**config.mk**
```make
export PLATFORM = sky130hd
export DESIGN_NAME = rd_slot_timer_array
export DESIGN_NICKNAME = d
export VERILOG_FILES = /design/src/rtl/rd_slot_timer_pkg.sv /design/src/rtl/rd_slot_counter.sv /design/src/rtl/rd_slot_timer_array.sv
export SDC_FILE = /design/constraint.sdc
export NUM_CORES = 1
export LEC_CHECK = 0
export CAP_MARGIN = 5
export CORE_ASPECT_RATIO = 1.4
export CORE_MARGIN = 5
export CORE_UTILIZATION = 35
export DETAILED_ROUTE_END_ITERATION = 10
export PLACE_DENSITY_LB_ADDON = 0.12
export REMOVE_ABC_BUFFERS = 1
export SYNTH_ARGS = -nofsm -noshare
export SYNTH_HDL_FRONTEND = slang
export SYNTH_SLANG_ARGS = --single-unit
```
**constraint.sdc**
```tcl
create_clock -name clk_i -period 2.07 [get_ports clk_i]
set_input_delay 0.621 -clock clk_i [delete_from_list [all_inputs] [get_ports clk_i]]
set_output_delay 0.621 -clock clk_i [all_outputs]
set_load 0.005 [all_outputs]
```
**src/rtl/rd_slot_timer_pkg.sv**
```systemverilog
// Shared types and index-width helper for the read-slot timeout tracker.
// RD_SLOT_TIMER_PRESCALER_EN (set at build) selects the internal tick prescaler.
package rd_slot_timer_pkg;

  localparam int unsigned DefNumSlots = 4;
  localparam int unsigned DefCntWidth = 8;

  // Index width that stays legal for a single-slot array.
  function automatic int unsigned idx_width(input int unsigned n);
    return (n <= 1) ? 1 : $clog2(n);
  endfunction

  localparam int unsigned DefIdxWidth = idx_width(DefNumSlots);

  typedef struct packed {
    logic                   busy;
    logic                   timeout;
    logic [DefCntWidth-1:0] counter;
    logic [DefCntWidth-1:0] budget;
  } slot_state_t;

endpackage

```
**src/rtl/rd_slot_counter.sv**
```systemverilog
// One tracked read slot: busy/counter/budget/timeout with alloc > retire > reload > decrement.
// Result is registered (one cycle); no backpressure, commands are pre-qualified by the parent.
module rd_slot_counter #(
  parameter int CntWidth = 8
) (
  input  logic                clk,
  input  logic                rst,
  input  logic                alloc,
  input  logic [CntWidth-1:0] alloc_budget,
  input  logic                retire,
  input  logic                reload,
  input  logic                tick,
  input  logic                clear,
  output logic                busy,
  output logic [CntWidth-1:0] counter,
  output logic                timeout
);

  typedef struct packed {
    logic                busy;
    logic                timeout;
    logic [CntWidth-1:0] counter;
    logic [CntWidth-1:0] budget;
  } slot_reg_t;

  slot_reg_t st;
  slot_reg_t nxt;

  always_comb begin
    nxt = st;
    if (alloc) begin
      nxt.busy    = 1'b1;
      nxt.counter = alloc_budget;
      nxt.budget  = alloc_budget;
      nxt.timeout = (alloc_budget == '0);
    end else begin
      // A same-cycle timeout set below overrides this clear.
      if (clear) nxt.timeout = 1'b0;
      if (retire) begin
        nxt.busy = 1'b0;
      end else if (reload) begin
        nxt.counter = st.budget;
      end else if (tick && st.busy) begin
        if (st.counter == '0) begin
          nxt.timeout = 1'b1;
        end else begin
          nxt.counter = st.counter - 1'b1;
          if (st.counter == CntWidth'(1)) nxt.timeout = 1'b1;
        end
      end
    end
  end

  always_ff @(posedge clk) begin
    if (rst) st <= '0;
    else     st <= nxt;
  end

  assign busy    = st.busy;
  assign counter = st.counter;
  assign timeout = st.timeout;

endmodule

```
**src/rtl/rd_slot_timer_array.sv**
```systemverilog
// Per-slot AXI read timeout tracker; RD_SLOT_TIMER_PRESCALER_EN builds the internal tick divider.
// Outputs registered one cycle after the causing input; no backpressure (alloc to a busy slot is rejected).
module rd_slot_timer_array
  import rd_slot_timer_pkg::*;
#(
  parameter int NumSlots   = 4,
  parameter int CntWidth   = 8,
  parameter int PrescWidth = 4,
  parameter int IdxWidth   = idx_width(NumSlots)
) (
  input  logic                         clk_i,
  input  logic                         rst_i,
  input  logic                         tick_i,
  input  logic [PrescWidth-1:0]        prescale_i,
  input  logic                         alloc_i,
  input  logic [IdxWidth-1:0]          alloc_idx_i,
  input  logic [CntWidth-1:0]          alloc_budget_i,
  input  logic [IdxWidth-1:0]          head_idx_i,
  input  logic                         r_hs_i,
  input  logic                         r_last_i,
  input  logic                         beat_mode_i,
  input  logic [NumSlots-1:0]          clr_timeout_i,
  output logic [NumSlots-1:0]          busy_o,
  output logic [NumSlots*CntWidth-1:0] counter_o,
  output logic [NumSlots-1:0]          timeout_o,
  output logic                         timeout_any_o,
  output logic                         alloc_err_o,
  output logic                         retire_o
);

  logic tick;

`ifdef RD_SLOT_TIMER_PRESCALER_EN
  logic [PrescWidth-1:0] presc_cnt;
  logic                  unused_tick;

  assign unused_tick = tick_i;
  // >= so a prescale value lowered below the running count still ticks.
  assign tick = (presc_cnt >= prescale_i);

  always_ff @(posedge clk_i) begin
    if (rst_i)     presc_cnt <= '0;
    else if (tick) presc_cnt <= '0;
    else           presc_cnt <= PrescWidth'(presc_cnt + 1'b1);
  end
`else
  logic [PrescWidth-1:0] unused_prescale;

  assign unused_prescale = prescale_i;
  assign tick            = tick_i;
`endif

  logic [NumSlots-1:0] busy;
  logic [NumSlots-1:0] timeout;
  logic [NumSlots-1:0] retire_hit;
  logic [NumSlots-1:0] alloc_ok;
  logic                head_last;
  logic                head_beat;

  assign head_last = r_hs_i && r_last_i;
  assign head_beat = beat_mode_i && r_hs_i && !r_last_i;

  // Out-of-range indices match no slot, so they are rejected / ignored naturally.
  for (genvar s = 0; s < NumSlots; s++) begin : g_slot
    logic head_sel;
    logic alloc_sel;
    logic reload;

    assign head_sel      = (head_idx_i == IdxWidth'(s));
    assign alloc_sel     = alloc_i && (alloc_idx_i == IdxWidth'(s));
    assign retire_hit[s] = head_sel && head_last && busy[s];
    assign reload        = head_sel && head_beat && busy[s];
    assign alloc_ok[s]   = alloc_sel && (!busy[s] || retire_hit[s]);

    rd_slot_counter #(
      .CntWidth(CntWidth)
    ) u_slot (
      .clk         (clk_i),
      .rst         (rst_i),
      .alloc       (alloc_ok[s]),
      .alloc_budget(alloc_budget_i),
      .retire      (retire_hit[s]),
      .reload      (reload),
      .tick        (tick),
      .clear       (clr_timeout_i[s]),
      .busy        (busy[s]),
      .counter     (counter_o[s*CntWidth +: CntWidth]),
      .timeout     (timeout[s])
    );
  end

  always_ff @(posedge clk_i) begin
    if (rst_i) begin
      alloc_err_o <= 1'b0;
      retire_o    <= 1'b0;
    end else begin
      alloc_err_o <= alloc_i && !(|alloc_ok);
      retire_o    <= |retire_hit;
    end
  end

  assign busy_o        = busy;
  assign timeout_o     = timeout;
  assign timeout_any_o = |timeout;

endmodule
```
==> metrics <==
Avg Cell Area, Syn roughly 8.3 µm²; Place WS -0.523 ns; final wirelength approximately 15000 µm; Fin Hold WS 0.454 ns; Synth Register Bits 74; Post-synth ARST share 0%; total grt overflow 0; CP max stage cell clkdlybuf4s50_1; top-area cell type share of the netlist area between 30% and 40%; # hold bufs at CTS 0; H-tree depth 3; result of the run completed; Synth area leader dfxtp_1; dpl cell area between 5000 and 6000 µm²; GRT Total Usage about a fifth; WP buf/inv 1; largest cells by area after synthesis dfxtp_1 33%, nand2_1 9.6%, buf_4 6.7%, a21oi_1 5.0%, ha_1 3.4%; layout cells sized above 1 a little over a quarter; largest net degree at the start of global routing 16; final setup violating endpoints 0; antenna violations before repair 0; yosys warns 0; Crit path max-delay family buffers and inverters; DIE WIDTH roughly 110 µm; Cell Rows 49; Req. time, crit path about 1.5 ns; first-pass GRT wire length roughly 23000 µm; Detail Placement HPWL roughly 11000 µm; Pwr Total 4.14 mW; PortBufs 65; CTS tree yes; Crit Path Max Fanout 7; die area roughly 15000 µm²; Critical R2R Launch g_slot[0].u_slot.counter[4]; worst clock skew ~0.0070 ns; Synth Area in Compound Gates between 20% and 30%; largest family of logic cells by synthesized area simple AND/OR/NAND/NOR gates; FMAX between 400 and 500 MHz; Synth Area in XOR/XNOR around 3.5%; Placed Cells ~810; P&R area growth vs syn 41.6%; RSZ-0062 raised after global routing no; Cell Pwr Density 653 nW/µm²; die height 144 µm; via count 4432; Critical Path Start Type flop; multiplexer share of the synthesized area 0.503%; final period utilization a little over nine tenths; slew margin rel. 63.6%; HP Start g_slot[2].u_slot.st[2]; most frequent cells after synthesis 115 x nand2_1, 74 x dfxtp_1, 45 x a21oi_1, 40 x buf_4, 21 x nor2_1; nets roughly 720; vias in the first global route roughly 4400; leak pwr about 2.6 nW; post-route minimum period around 2 ns; Post-synth EDFFs 0; Worst Tran Pin Value about 0.54 ns; Routed Antenna Nets 0; Worst Path Arrival between 1 and 1.5 ns; Final Hold Fails 0; drt pass-1 iters 5; DRT iter0 DRCs 197; CP cell instances clkdlybuf4s50_1; Root Buffer clkbuf_16; simple logic cell fraction of the synthesized area approximately 25%; Peak VDD IR between 0.4 and 0.5 mV; Adder-Cell Fraction of Synth Area 3.35%; Crit Path Category flop to output port; Initial Util between 30% and 40%; Max Root-Sink Buffers 2; vias per cell between 5 and 6; Mapped Cells approximately 540; max_cap viols 0; sequential share of the synthesized area between 30% and 40%; core area roughly 13000 µm²; CP Launch Point g_slot[1].u_slot.busy; Cell Area, Synth 4480 µm²; slowest stage delay, CP 0.57 ns; Critical Path End Type output port; antenna diode count 0; type of the worst min-delay path flop to flop; Placer Congestion 0.904; Finished Layout Cells between 800 and 900; predominant post-synthesis flop cell dfxtp_1; CTS Buf Count 9; Synth cell types 60; clk slew on worst S/H paths around 0.060 ns; Finished Cell Area 6350 µm²; wire per inst approximately 18 µm; Clock Latency Late Sink 0.34 ns; Final Worst Setup Slack around 0.044 ns; DRC 0; IO Count 70; Final Max Tran Viols 0; setup tns final 0 ns; Util after Layout around 50%; most common cell in the netlist nand2_1; Num Clock Sinks 74
registers in the layout, summed over array words and instances (netlist names):
name,cells
g_slot.u_slot.counter,32
g_slot.u_slot.st,32
g_slot.u_slot.busy,4
g_slot.u_slot.timeout,4
alloc_err_o,1
retire_o,1
logic make-up (layout without fill, tap and decap cells):
| group | after synthesis | after routing |
|---|---|---|
| muxes | 1 | 1 |
| AOI/OAI and AO/OA | 144 | 144 |
| DFF | 74 | 74 |
| adders and majority gates | 12 | 12 |
| buffers and inverters | 77 | 218 |
| and+or+nand+nor | 215 | 215 |
| xor gates and xnor gates | 18 | 18 |
routing by layer:
metal | share of wire (%) | up-vias | routed length [µm] | GRT usage [%]
met2 | 49 | 113 | 7340 | 33.7
li1 | - | 2180 | - | -
met1 | 44 | 2110 | 6520 | 24.2
met3 | 3.8 | 29 | 565 | 3.64
met5 | 0 | - | 0 | 0
met4 | 3.0 | 0 | 442 | 7.98
what timing repair did:
| item | in CTS | in global routing |
|---|---|---|
| gates cloned | 0 | 1 |
| endpoints found under the hold margin | 0 | 0 |
| setup endpoints to repair | 39 | 33 |
| pin swaps | 4 | 9 |
| setup buffers | 5 | 3 |
| resized for setup | 18 | 23 |
power breakdown:
group	leakage (nW)	internal [mW]	total, mW	switching [mW]
combinational	1.84	0.393	0.762	0.369
sequential	0.604	1.48	1.54	0.0594
clock	0.165	1.20	1.84	0.638
final cells by class:
cell class | instances | area [µm²]
fill | 1235 | 6340
tap | 153 | 191
multi-input combinational | 390 | 2650
clock buffer | 10 | 239
timing repair buffer | 189 | 1620
inverter | 14 | 52.6
sequential | 74 | 1490
clock inverter | 5 | 103
worst paths after layout:
path / endpoint / slack, ns / cells after the start
min reg2reg: g_slot[2].u_slot.st[2] / 0.45 / 2
max: busy_o[1] / 0.04 / 1
min: g_slot[2].u_slot.st[2] / 0.45 / 2
max reg2reg: g_slot[0].u_slot.counter[4] / 0.16 / 7
layout by cell type, fill, tap and decap left out, types with 5 or more instances in the layout:
cell	synthesis	final
buf_4	40	116
nand2_1	115	115
dfxtp_1	74	70
clkdlybuf4s50_1	0	56
a21oi_1	45	45
nor2_1	21	20
nand3_1	18	17
inv_1	14	14
a22oi_1	14	12
ha_1	12	12
a22o_1	11	11
a21o_1	11	11
nor3_1	11	10
xor2_1	10	10
o21ai_0	11	10
nor3b_1	9	9
clkbuf_16	0	9
xnor2_1	8	8
nand2b_1	6	6
o311a_1	6	6
buf_6	0	6
o31ai_1	5	5
Power figures use the tool's default switching activity.
